## config.mk

```make
export PLATFORM = sky130hd
export DESIGN_NAME = inst_driver
export DESIGN_NICKNAME = d
export VERILOG_FILES = /design/src/rtl/AluCtrlSig_pkg.sv /design/src/rtl/inst_prog_mem.sv /design/src/rtl/inst_driver.sv
export SDC_FILE = /design/constraint.sdc
export NUM_CORES = 1
export LEC_CHECK = 0
export CELL_PAD_IN_SITES_DETAIL_PLACEMENT = 0
export CELL_PAD_IN_SITES_GLOBAL_PLACEMENT = 1
export CORE_ASPECT_RATIO = 0.8
export CORE_MARGIN = 3
export CORE_UTILIZATION = 50
export CTS_BUF_LIST = sky130_fd_sc_hd__clkbuf_8
export DETAILED_ROUTE_END_ITERATION = 10
export GPL_ROUTABILITY_DRIVEN = 0
export HOLD_SLACK_MARGIN = 0.08
export PLACE_DENSITY_LB_ADDON = 0.12
export SLEW_MARGIN = 20
export SYNTH_ARGS = -nofsm -noshare
export SYNTH_HDL_FRONTEND = slang
export SYNTH_HIERARCHICAL = 1
export SYNTH_SLANG_ARGS = --single-unit
```

## constraint.sdc

```tcl
create_clock -name clk -period 7.8 [get_ports clk]
set_clock_uncertainty 0.2 [all_clocks]
set_input_delay 1.17 -clock clk [delete_from_list [all_inputs] [get_ports clk]]
set_output_delay 1.17 -clock clk [all_outputs]
set_load 0.005 [all_outputs]
```

## src/rtl/AluCtrlSig_pkg.sv

```systemverilog
// Shared opcode constants, driver state encoding and opcode legality check
// for the instruction stimulus driver.
package AluCtrlSig_pkg;

  localparam logic [5:0] ADD_op  = 6'h00;
  localparam logic [5:0] J_op    = 6'h02;
  localparam logic [5:0] BEQ_op  = 6'h04;
  localparam logic [5:0] BNE_op  = 6'h05;
  localparam logic [5:0] ADDI_op = 6'h08;
  localparam logic [5:0] LW_op   = 6'h23;
  localparam logic [5:0] SW_op   = 6'h2B;

  typedef enum logic [2:0] {
    StIdle,
    StFetch,
    StIssue,
    StWait,
    StGap,
    StDone
  } drv_state_e;

  function automatic logic is_legal_op(input logic [5:0] op);
    logic legal;
    case (op)
      ADD_op, J_op, BEQ_op, BNE_op, ADDI_op, LW_op, SW_op: legal = 1'b1;
      default:                                             legal = 1'b0;
    endcase
    return legal;
  endfunction

endpackage

```

## src/rtl/inst_prog_mem.sv

```systemverilog
// Program store: synchronous write, combinational read. Contents are not reset.
module inst_prog_mem #(
  parameter int unsigned DEPTH = 16,
  parameter int unsigned AW    = 4
) (
  input  logic          clk,
  input  logic          we,
  input  logic [AW-1:0] waddr,
  input  logic [31:0]   wdata,
  input  logic [AW-1:0] raddr,
  output logic [31:0]   rdata
);

  logic [31:0] mem [DEPTH];

  always_ff @(posedge clk) begin
    if (we) begin
      mem[waddr] <= wdata;
    end
  end

  assign rdata = mem[raddr];

endmodule

```

## src/rtl/inst_driver.sv

```systemverilog
// Issuing end of the inst/pcEn/OpDone handshake: replays a loaded program one
// instruction at a time and tallies pass, fail (timeout) and skip (illegal opcode).
module inst_driver
  import AluCtrlSig_pkg::*;
#(
  parameter int unsigned DEPTH   = 16,
  parameter int unsigned TIMEOUT = 8,
  parameter int unsigned GAP     = 2
) (
  input  logic                     clk,
  input  logic                     reset,
  input  logic                     load_valid,
  input  logic [31:0]              load_data,
  output logic                     load_ready,
  input  logic                     start,
  output logic [31:0]              inst,
  output logic                     pcEn,
  input  logic                     OpDone,
  output logic                     busy,
  output logic                     done,
  output logic [7:0]               pass_cnt,
  output logic [7:0]               fail_cnt,
  output logic [7:0]               skip_cnt,
  output logic [$clog2(DEPTH):0]   prog_len
);

  localparam int unsigned AW = (DEPTH > 1) ? $clog2(DEPTH) : 1;
  localparam int unsigned LW = $clog2(DEPTH) + 1;

  drv_state_e    state_q, state_d;
  logic [LW-1:0] prog_len_q, prog_len_d;
  logic [AW-1:0] idx_q, idx_d;
  logic [7:0]    timer_q, timer_d;
  logic [7:0]    gap_q, gap_d;
  logic [7:0]    pass_q, pass_d, fail_q, fail_d, skip_q, skip_d;
  logic [31:0]   inst_q, inst_d;
  logic          pcen_q, pcen_d;
  logic          busy_q, busy_d;
  logic          done_q, done_d;
  logic          ready_q, ready_d;

  logic          mem_we;
  logic [31:0]   mem_rdata;
  logic          last;

  function automatic logic [7:0] sat_inc(input logic [7:0] v);
    return (v == 8'hFF) ? v : v + 8'd1;
  endfunction

  inst_prog_mem #(
    .DEPTH (DEPTH),
    .AW    (AW)
  ) u_mem (
    .clk   (clk),
    .we    (mem_we),
    .waddr (prog_len_q[AW-1:0]),
    .wdata (load_data),
    .raddr (idx_q),
    .rdata (mem_rdata)
  );

  assign last = ({1'b0, idx_q} == prog_len_q - LW'(1));

  always_comb begin
    state_d    = state_q;
    prog_len_d = prog_len_q;
    idx_d      = idx_q;
    timer_d    = timer_q;
    gap_d      = gap_q;
    pass_d     = pass_q;
    fail_d     = fail_q;
    skip_d     = skip_q;
    inst_d     = 32'h0;
    pcen_d     = 1'b0;
    mem_we     = 1'b0;
    // done is a registered copy of the DONE state, so it lands one cycle later
    done_d     = (state_q == StDone);

    unique case (state_q)
      StIdle: begin
        if (load_valid && ready_q) begin
          mem_we     = 1'b1;
          prog_len_d = prog_len_q + LW'(1);
        end
        if (start) begin
          if (prog_len_q == '0) begin
            state_d = StDone;
          end else begin
            pass_d  = 8'h0;
            fail_d  = 8'h0;
            skip_d  = 8'h0;
            idx_d   = '0;
            state_d = StFetch;
          end
        end
      end
      StFetch: begin
        if (is_legal_op(mem_rdata[31:26])) begin
          state_d = StIssue;
        end else begin
          skip_d = sat_inc(skip_q);
          if (last) begin
            state_d = StDone;
          end else begin
            idx_d = idx_q + AW'(1);
          end
        end
      end
      StIssue: begin
        inst_d  = mem_rdata;
        pcen_d  = 1'b1;
        timer_d = 8'h0;
        state_d = StWait;
      end
      StWait: begin
        inst_d  = inst_q;
        pcen_d  = 1'b1;
        timer_d = timer_q + 8'd1;
        // A pass wins over a timeout expiring in the same cycle
        if (OpDone) begin
          pass_d = sat_inc(pass_q);
        end else if (timer_q == 8'(TIMEOUT)) begin
          fail_d = sat_inc(fail_q);
        end
        if (OpDone || (timer_q == 8'(TIMEOUT))) begin
          inst_d  = 32'h0;
          pcen_d  = 1'b0;
          gap_d   = 8'h0;
          state_d = StGap;
        end
      end
      StGap: begin
        if (gap_q == 8'(GAP - 1)) begin
          if (last) begin
            state_d = StDone;
          end else begin
            idx_d   = idx_q + AW'(1);
            state_d = StFetch;
          end
        end else begin
          gap_d = gap_q + 8'd1;
        end
      end
      StDone: begin
        state_d = StIdle;
      end
      default: begin
        state_d = StIdle;
      end
    endcase

    busy_d  = (state_d != StIdle);
    ready_d = (state_d == StIdle) && (prog_len_d < LW'(DEPTH));
  end

  always_ff @(posedge clk or posedge reset) begin
    if (reset) begin
      state_q    <= StIdle;
      prog_len_q <= '0;
      idx_q      <= '0;
      timer_q    <= 8'h0;
      gap_q      <= 8'h0;
      pass_q     <= 8'h0;
      fail_q     <= 8'h0;
      skip_q     <= 8'h0;
      inst_q     <= 32'h0;
      pcen_q     <= 1'b0;
      busy_q     <= 1'b0;
      done_q     <= 1'b0;
      ready_q    <= 1'b1;
    end else begin
      state_q    <= state_d;
      prog_len_q <= prog_len_d;
      idx_q      <= idx_d;
      timer_q    <= timer_d;
      gap_q      <= gap_d;
      pass_q     <= pass_d;
      fail_q     <= fail_d;
      skip_q     <= skip_d;
      inst_q     <= inst_d;
      pcen_q     <= pcen_d;
      busy_q     <= busy_d;
      done_q     <= done_d;
      ready_q    <= ready_d;
    end
  end

  assign load_ready = ready_q;
  assign inst       = inst_q;
  assign pcEn       = pcen_q;
  assign busy       = busy_q;
  assign done       = done_q;
  assign pass_cnt   = pass_q;
  assign fail_cnt   = fail_q;
  assign skip_cnt   = skip_q;
  assign prog_len   = prog_len_q;

endmodule
```

==> reports/results.md, run 1 <==
| Metric | This run |
| --- | --- |
| Remaining DRCs | 0 |
| Multi-input gate area in the final layout | 5740 um2 |
| Unrepaired setup endpoints after global routing | no |
| Tightest Hold Check Type | reg2reg |
| CTS HTree Levels | 3 |
| Leakage power of the design | 9.14 nW |
| Crit path kind | reg2reg |
| Flop and latch count out of synthesis | 600 |
| Synth-to-layout area growth | 15.7% |
| Clock root cell | clkbuf_8 |
| Post-cts hold buffer count | 0 |
| Critical path, cell by cell | buf_4 > mux4_2 > a22oi_1 > nand2_1 > and4b_1 > a211oi_2 > o21ai_2 > a2111oi_4 > o21ai_2 > a41oi_2 |
| Post-cts repair resize count | 0 |
| Slew margin rel. | 0.245 |
| Outcome | finished, final reports clean |
| FF/Latch Area | 17600 um2 |
| HPWL Detailed | 27600 um |
| Ports | 102 |
| Crit share post-route | 0.528 |
| Later-pin clock latency in the skew report | 0.66 ns |
| Starting DRT DRC Count | 1031 |
| CTS Buf Count | 92 |
| Overflow after GRT | 0 |
| Maximum vdd ir drop | 0.291 mV |
| Crit path required time | 8.17 ns |
| Clock transition at the registers of the reported paths | 0.06 ns |
| Number of max-capacitance violations reported | 0 |
| Endpoint type of the worst setup path | register |
| Switching share of power | 0.297 |
| Synthesized instance count | 1212 |
| Number of antenna-violating nets in the routed design | 0 |
| Worst Tran Pin Value | 1.13 ns |
| Library cells used by synthesis | 71 |
| Fraction of power consumed by the clock network | 0.294 |
| Number of rows in the core area | 70 |
| Worst hold margin | 0.300 ns |
| Share of the core filled with cells in the final layout | 0.590 |
| Comb power frac | 0.254 |
| Floorplan core area | 46100 um2 |
| Count of final max-slew check failures | 0 |
| Initial core utilization | 0.510 |
| Number of buffer and inverter instances along the worst setup path | 1 |
| Internal power component | 5.96 mW |
| Slowest cell on crit path | buf_4 |
| Async S/R FF share, synth | 0.147 |
| Warnings, synthesis | 6 |
| Count of buffers inserted at the top-level ports | 101 |
| Leading post-synthesis cells by cell area | edfxtp_1, mux4_2, dfrtp_1 |
| Number of endpoints with negative hold slack in the final report | 0 |
| Switching power summed over all nets | 2.52 mW |
| Number of vias in the routed layout | 12300 |
| Total of endpoints with negative setup slack in the final report | 0 |
| Postcts setup bufs | 0 |
| Number of iterations in the first detailed-routing pass | 5 |
| Number of fillers in the final layout | 3507 |
| Peak fanout along the critical path | 42 |
| Synth Flop Type | edfxtp_1 |
| Initial antenna violation count | 0 |
| Clock tree sinks | 600 |
| Number of buffers on the longest clock path | 3 |
| Proportion of netlist area held by the largest area contributor | 0.654 |
| Seq/Total Area, Yosys | 0.748 |
| Fmax | 243 MHz |
| Instance area after placement | 25400 um2 |
| EDFF count, synth | 512 |
| Final Instance Area | 27200 um2 |
| Post-Synthesis Mean Instance Area | 19.4 um2 |
| Cell type contributing the most total cell area after synthesis | edfxtp_1 |
| Global-route wire length before repair | 79100 um |
| Number of global-route vias before repair | 12500 |
| Total negative setup slack | 0 ns |
| Die H | 200 um |
| Slowest cell delay on critical path | 0.72 ns |
| NumNets Final | 1421 |
| Die extent in x | 248 um |
| Total track usage | 0.213 |
| Die footprint | 49700 um2 |
| Sort of element at the start of the critical path | register |
| Post-detailed-route via-to-cell ratio | 5.94 |
| Share of final-layout standard cells stronger than drive strength 1 | 0.228 |
| Clock tree from TritonCTS | done |
| Portion of total power attributed to sequential cells | 0.452 |
| Top delay family on crit path | compound AO/OA/AOI/OAI gates |
| Total power consumption of the routed design | 8.48 mW |
| Wire per inst | 25.1 um |
| Aggregate routed wire length | 51800 um |
| Maximum number of pins on one net before global-route repair | 68 |
| Library cell appearing most often on the critical path | o21ai_2 |
| Cell area after synthesis | 23500 um2 |
| Power density of the placed cells | 312 nW/um2 |
| Min Clock Period, post-route | 4.12 ns |
| Worst Path Arrival | 4.49 ns |
| Antenna diode count | 0 |
| Syn_nets | 1259 |
cell type report:
| cell class | instances | area share |
|---|---|---|
| Clock buffer | 105 | 0.0531 |
| Clock inverter | 66 | 0.0126 |
| Inverter | 14 | 0.00202 |
| Multi-Input combinational cell | 537 | 0.211 |
| Sequential cell | 600 | 0.646 |
| Tap cell | 612 | 0.0281 |
| Timing Repair Buffer | 129 | 0.0465 |
state kept, by name, summed over array words and instances (netlist names):
signal / cells
load_ready: 1
done: 1
pass_cnt: 8
skip_cnt: 8
timer_q: 8
u_mem/mem: 512
pcEn: 1
busy: 1
idx_q: 4
inst: 32
fail_cnt: 8
state_q: 3
gap_q: 8
prog_len: 5
cell families after synthesis:
family          count (synthesis)  synth area share
simple gates                  204            0.0433
flops                         600             0.748
compound gates                160            0.0529
buf+inv                        75            0.0141
mux                           132             0.124
xor+xnor                       31            0.0122
fa+ha+maj                      10           0.00532
layer usage:
| layer | GRT usage | vias to the layer above | share of wire |
|---|---|---|---|
| met2 | 0.310 | 360 | 0.44 |
| met4 | 0.0525 | 0 | 0.016 |
| li1 | - | 5307 | - |
| met3 | 0.0416 | 76 | 0.057 |
| met1 | 0.335 | 6510 | 0.48 |
| met5 | 0 | - | 0 |
power groups by stage:
| stage | Sequential [mW] | Clock [mW] | Combinational (mW) |
|---|---|---|---|
| floorplan | 3.80 | 0 | 1.62 |
| global placement | 3.90 | 0 | 2.16 |
| detailed placement | 3.90 | 0 | 2.18 |
| CTS | 3.84 | 2.57 | 2.19 |
| global route | 3.86 | 2.72 | 2.35 |
| finish | 3.83 | 2.49 | 2.15 |
cells in the mapped netlist (3+ instances only):
master	number
a211oi_1	3
a21oi_1	13
a22o_1	33
a22oi_1	64
and3_1	7
buf_1	11
buf_2	12
buf_4	9
clkbuf_1	29
dfrtp_1	87
edfxtp_1	512
ha_1	10
inv_1	13
mux2i_1	3
mux4_2	128
nand2_1	67
nand2b_1	4
nand3_1	21
nand4_1	11
nor2_1	51
nor2b_1	5
nor3_1	12
nor3b_1	3
o2111ai_1	4
o21ai_0	15
o21ai_2	3
o22ai_1	3
o31ai_1	3
xnor2_1	19
xor2_1	11
cell usage in the layout (no fill, tap or decap), types with 4 or more instances in the layout:
| cell type | synthesis | routed |
|---|---|---|
| nand4_1 | 11 | 11 |
| nand3_1 | 21 | 21 |
| clkdlybuf4s50_1 | 0 | 101 |
| clkinv_2 | 0 | 16 |
| and3_1 | 7 | 7 |
| dfrtp_1 | 87 | 85 |
| xnor2_1 | 19 | 19 |
| a22o_1 | 33 | 33 |
| nor2_4 | 0 | 15 |
| mux4_2 | 128 | 128 |
| buf_4 | 9 | 25 |
| a21oi_1 | 13 | 13 |
| nand2b_1 | 4 | 4 |
| clkbuf_8 | 0 | 105 |
| ha_1 | 10 | 10 |
| nor2_1 | 51 | 36 |
| edfxtp_1 | 512 | 512 |
| a22oi_1 | 64 | 64 |
| o21ai_0 | 15 | 15 |
| inv_1 | 13 | 42 |
| xor2_1 | 11 | 11 |
| clkinv_1 | 1 | 15 |
| nand2_1 | 67 | 67 |
| o2111ai_1 | 4 | 4 |
| nor3_2 | 1 | 5 |
| nor3_1 | 12 | 8 |
worst reg2reg max path: stages, from the launching register on:
cell and delay [ns]:
dfrtp_4 0.60, buf_4 0.73, mux4_2 0.61, a22oi_1 0.20, nand2_1 0.14, and4b_1 0.23
a211oi_2 0.43, o21ai_2 0.16, a2111oi_4 0.48, o21ai_2 0.09, a41oi_2 0.15
metrics by stage:
step,std cells,worst slack [ns]
3_3_place_gp,1890,3.64
3_5_place_dp,1892,3.58
4_1_cts,2063,3.56
5_1_grt,2063,3.31
6_report,2063,3.68
2_1_floorplan,1212,2.84
path summary, 6_finish.rpt:
check                                      from              endpoint  slack (ns)  cells after the start
max                        idx_q[0]$_DFFE_PP0P_  idx_q[2]$_DFFE_PP0P_        3.68                     10
max reg2reg                idx_q[0]$_DFFE_PP0P_  idx_q[2]$_DFFE_PP0P_        3.68                     10
min                        inst[23]$_DFFE_PP0P_  inst[23]$_DFFE_PP0P_        0.30                      1
min reg2reg                inst[23]$_DFFE_PP0P_  inst[23]$_DFFE_PP0P_        0.30                      1
max in group asynchronous                 reset  idx_q[0]$_DFFE_PP0P_        5.37                      3
min in group asynchronous                 reset   inst[9]$_DFFE_PP0P_        0.64                      2
Note: power is estimated with default switching activity, not from simulation.
==> inputs of run 2 (changes only) <==
clock period = 4.3 ns   (was 7.8 ns; I/O delays follow)
==> run 2 against run 1 <==
Via count increased by 0.79%. Combinational power rose by 87%. Critical endpoint is now skip_cnt[4]$_DFFE_PP0P_. Hold slack lost 0.089 ns. Clock power grew 78%. Final area grew 0.49%. Largest power group unchanged. Sequential cell count is the same. Critical path type unchanged.
==> reports/results.md, run 2 (same netlist as run 1, synthesis figures left out) <==
| Metric | This run | vs previous |
| --- | --- | --- |
| Outcome | finished, final reports clean | unchanged |
| Share of the core filled with cells in the final layout | 0.593 | was 0.590 |
| Placed Cells | 1907 | was 1892 |
| Later-pin clock latency in the skew report | 0.65 ns | was 0.66 ns |
| Register name with the most flops | u_mem/mem | unchanged |
| Sort of element at the start of the critical path | register | unchanged |
| Initial core utilization | 0.510 | unchanged |
| Wire per inst | 24.9 um | was 25.1 um |
| Number of non-filler instances in the completed layout | 2082 | was 2063 |
| Number of iterations in the first detailed-routing pass | 4 | was 5 |
| Worst Tran Pin Value | 0.930 ns | was 1.13 ns |
| Number of rows in the core area | 70 | unchanged |
| Power density of the placed cells | 564 nW/um2 | was 312 nW/um2 |
| Crit share post-route | 0.837 | was 0.528 |
| Clock transition at the registers of the reported paths | 0.06 ns | about the same |
| Aggregate routed wire length | 51900 um | was 51800 um |
| HPWL Detailed | 29500 um | was 27600 um |
| Die H | 200 um | unchanged |
| Starting DRT DRC Count | 989 | was 1031 |
| Postcts setup bufs | 0 | unchanged |
| Tightest Hold Check Type | in2async | was reg2reg |
| Post-detailed-route via-to-cell ratio | 5.93 | was 5.94 |
| Internal power component | 10.8 mW | was 5.96 mW |
| NumNets Final | 1437 | was 1421 |
| Number of global-route vias before repair | 12500 | about the same |
| Slew margin rel. | 0.380 | was 0.245 |
| CTS HTree Levels | 3 | unchanged |
| GR Layer Usage met1 | 0.329 | was 0.335 |
| Post-cts hold buffer count | 0 | unchanged |
| Switching share of power | 0.300 | was 0.297 |
| Total negative setup slack | 0 ns | unchanged |
| Number of max-capacitance violations reported | 0 | unchanged |
| Clock tree sinks | 600 | unchanged |
| Endpoint type of the worst setup path | register | unchanged |
| Peak fanout along the critical path | 74 | was 42 |
| Number of vias in the routed layout | 12400 | was 12300 |
| Overflow after GRT | 0 | unchanged |
| Total track usage | 0.213 | about the same |
| Leading cell type in the layout, fill and taps excluded | edfxtp_1 | unchanged |
| Clock root cell | clkbuf_8 | unchanged |
| Number of endpoints with negative hold slack in the final report | 0 | unchanged |
| Ports | 102 | unchanged |
| Synth-to-layout area growth | 16.3% | was 15.7% |
| Final Instance Area | 27300 um2 | was 27200 um2 |
| Count of final max-slew check failures | 0 | unchanged |
| Fmax | 278 MHz | was 243 MHz |
| Unrepaired setup endpoints after global routing | no | unchanged |
| Crit path required time | 4.64 ns | was 8.17 ns |
| Fraction of power consumed by the clock network | 0.288 | was 0.294 |
| Global routing usage on met2 | 0.317 | was 0.310 |
| Most Used Layer, Global Route | met1 | unchanged |
| CTS Buf Count | 92 | unchanged |
| Switching power summed over all nets | 4.63 mW | was 2.52 mW |
| Maximum number of pins on one net before global-route repair | 75 | was 68 |
| Crit path kind | reg2reg | unchanged |
| Die footprint | 49700 um2 | unchanged |
| Maximum vdd ir drop | 0.364 mV | was 0.291 mV |
| Total power consumption of the routed design | 15.4 mW | was 8.48 mW |
| Leakage power of the design | 9.25 nW | was 9.14 nW |
| Worst hold margin | 0.211 ns | was 0.300 ns |
| Met3 demand-to-capacity share in global routing | 0.0395 | was 0.0416 |
| Post-cts repair resize count | 0 | unchanged |
| Die extent in x | 248 um | unchanged |
| Number of fillers in the final layout | 3471 | was 3507 |
| Min Clock Period, post-route | 3.60 ns | was 4.12 ns |
| Number of antenna-violating nets in the routed design | 0 | unchanged |
| Count of buffers inserted at the top-level ports | 101 | unchanged |
| Comb power frac | 0.261 | was 0.254 |
| Antenna diode count | 0 | unchanged |
| Total of endpoints with negative setup slack in the final report | 0 | unchanged |
| Number of buffers on the longest clock path | 3 | unchanged |
| Floorplan core area | 46100 um2 | unchanged |
| Final setup margin | 0.702 ns | was 3.68 ns |
| Worst slack, placed | 0.658 ns | was 3.58 ns |
| Remaining DRCs | 0 | unchanged |
| Worst Path Arrival | 3.93 ns | was 4.49 ns |
| Clock tree from TritonCTS | done | unchanged |
| Global-route wire length before repair | 79400 um | was 79100 um |
| Initial antenna violation count | 1 | was 0 |
| Share of final-layout standard cells stronger than drive strength 1 | 0.232 | was 0.228 |
| Instance area after placement | 25500 um2 | was 25400 um2 |
| Number of flip-flops under the largest register name | 512 | unchanged |
| Portion of total power attributed to sequential cells | 0.451 | was 0.452 |
| Commonest non-fill, non-tap cells in the layout | edfxtp_1, mux4_2, clkbuf_8 | unchanged |
## run 2: cell types whose count changed in the layout (fill, tap and decap cells not counted), moves of 2 or more
cell	change
clkinv_1	-2
buf_4	+15
clkinv_2	-5
buf_12	+3
inv_1	+11
nor3_4	+4
nor3_2	-4
## run 2: power groups by stage
stage / clock [mW] / sequential, mW / combinational [mW]
2_1_floorplan: 0 / 6.90 / 2.94
3_3_place_gp: 0 / 7.07 / 4.04
3_5_place_dp: 0 / 7.08 / 4.06
4_1_cts: 4.58 / 6.96 / 4.07
5_1_grt: 4.84 / 7.01 / 4.39
6_report: 4.44 / 6.95 / 4.03
## run 2: critical path: stages, from the launching register on
cell and delay [ns]:
dfrtp_4 0.77, buf_12 0.56, mux4_2 0.58, a22oi_1 0.29, nand2_1 0.24, o221ai_2 0.43, a211oi_1 0.16, xnor2_1 0.19
nor2_1 0.05
## run 2: final cells by class
class                   instances  area [um2]  share of cell area
well taps                     612         766              0.0280
repair buffers                145        1400              0.0512
clock inverters                69         318              0.0116
clock buffers                 105        1450              0.0529
flip-flops and latches        600       17600               0.643
multi-input cells             537        5770               0.211
inverters                      14        55.1             0.00201
## run 2: path summary, 6_finish.rpt
kind,from,endpoint,slack (ns),cells past startpoint
max,idx_q[0]$_DFFE_PP0P_,skip_cnt[4]$_DFFE_PP0P_,0.70,8
min,reset,pass_cnt[2]$_DFFE_PP0P_,0.21,2
max reg2reg,idx_q[0]$_DFFE_PP0P_,skip_cnt[4]$_DFFE_PP0P_,0.70,8
min reg2reg,inst[14]$_DFFE_PP0P_,inst[14]$_DFFE_PP0P_,0.30,1
max in group asynchronous,reset,load_ready$_DFF_PP1_,2.83,3
min in group clk,inst[14]$_DFFE_PP0P_,inst[14]$_DFFE_PP0P_,0.30,1
## run 2: routing by layer
| layer | share of wire | vias to the layer above | wire [um] |
|---|---|---|---|
| li1 | - | 5347 | - |
| met1 | 0.47 | 6542 | 24300 |
| met2 | 0.45 | 384 | 23400 |
| met3 | 0.059 | 75 | 3080 |
| met4 | 0.019 | 2 | 990 |
| met5 | 0.00025 | - | 13 |
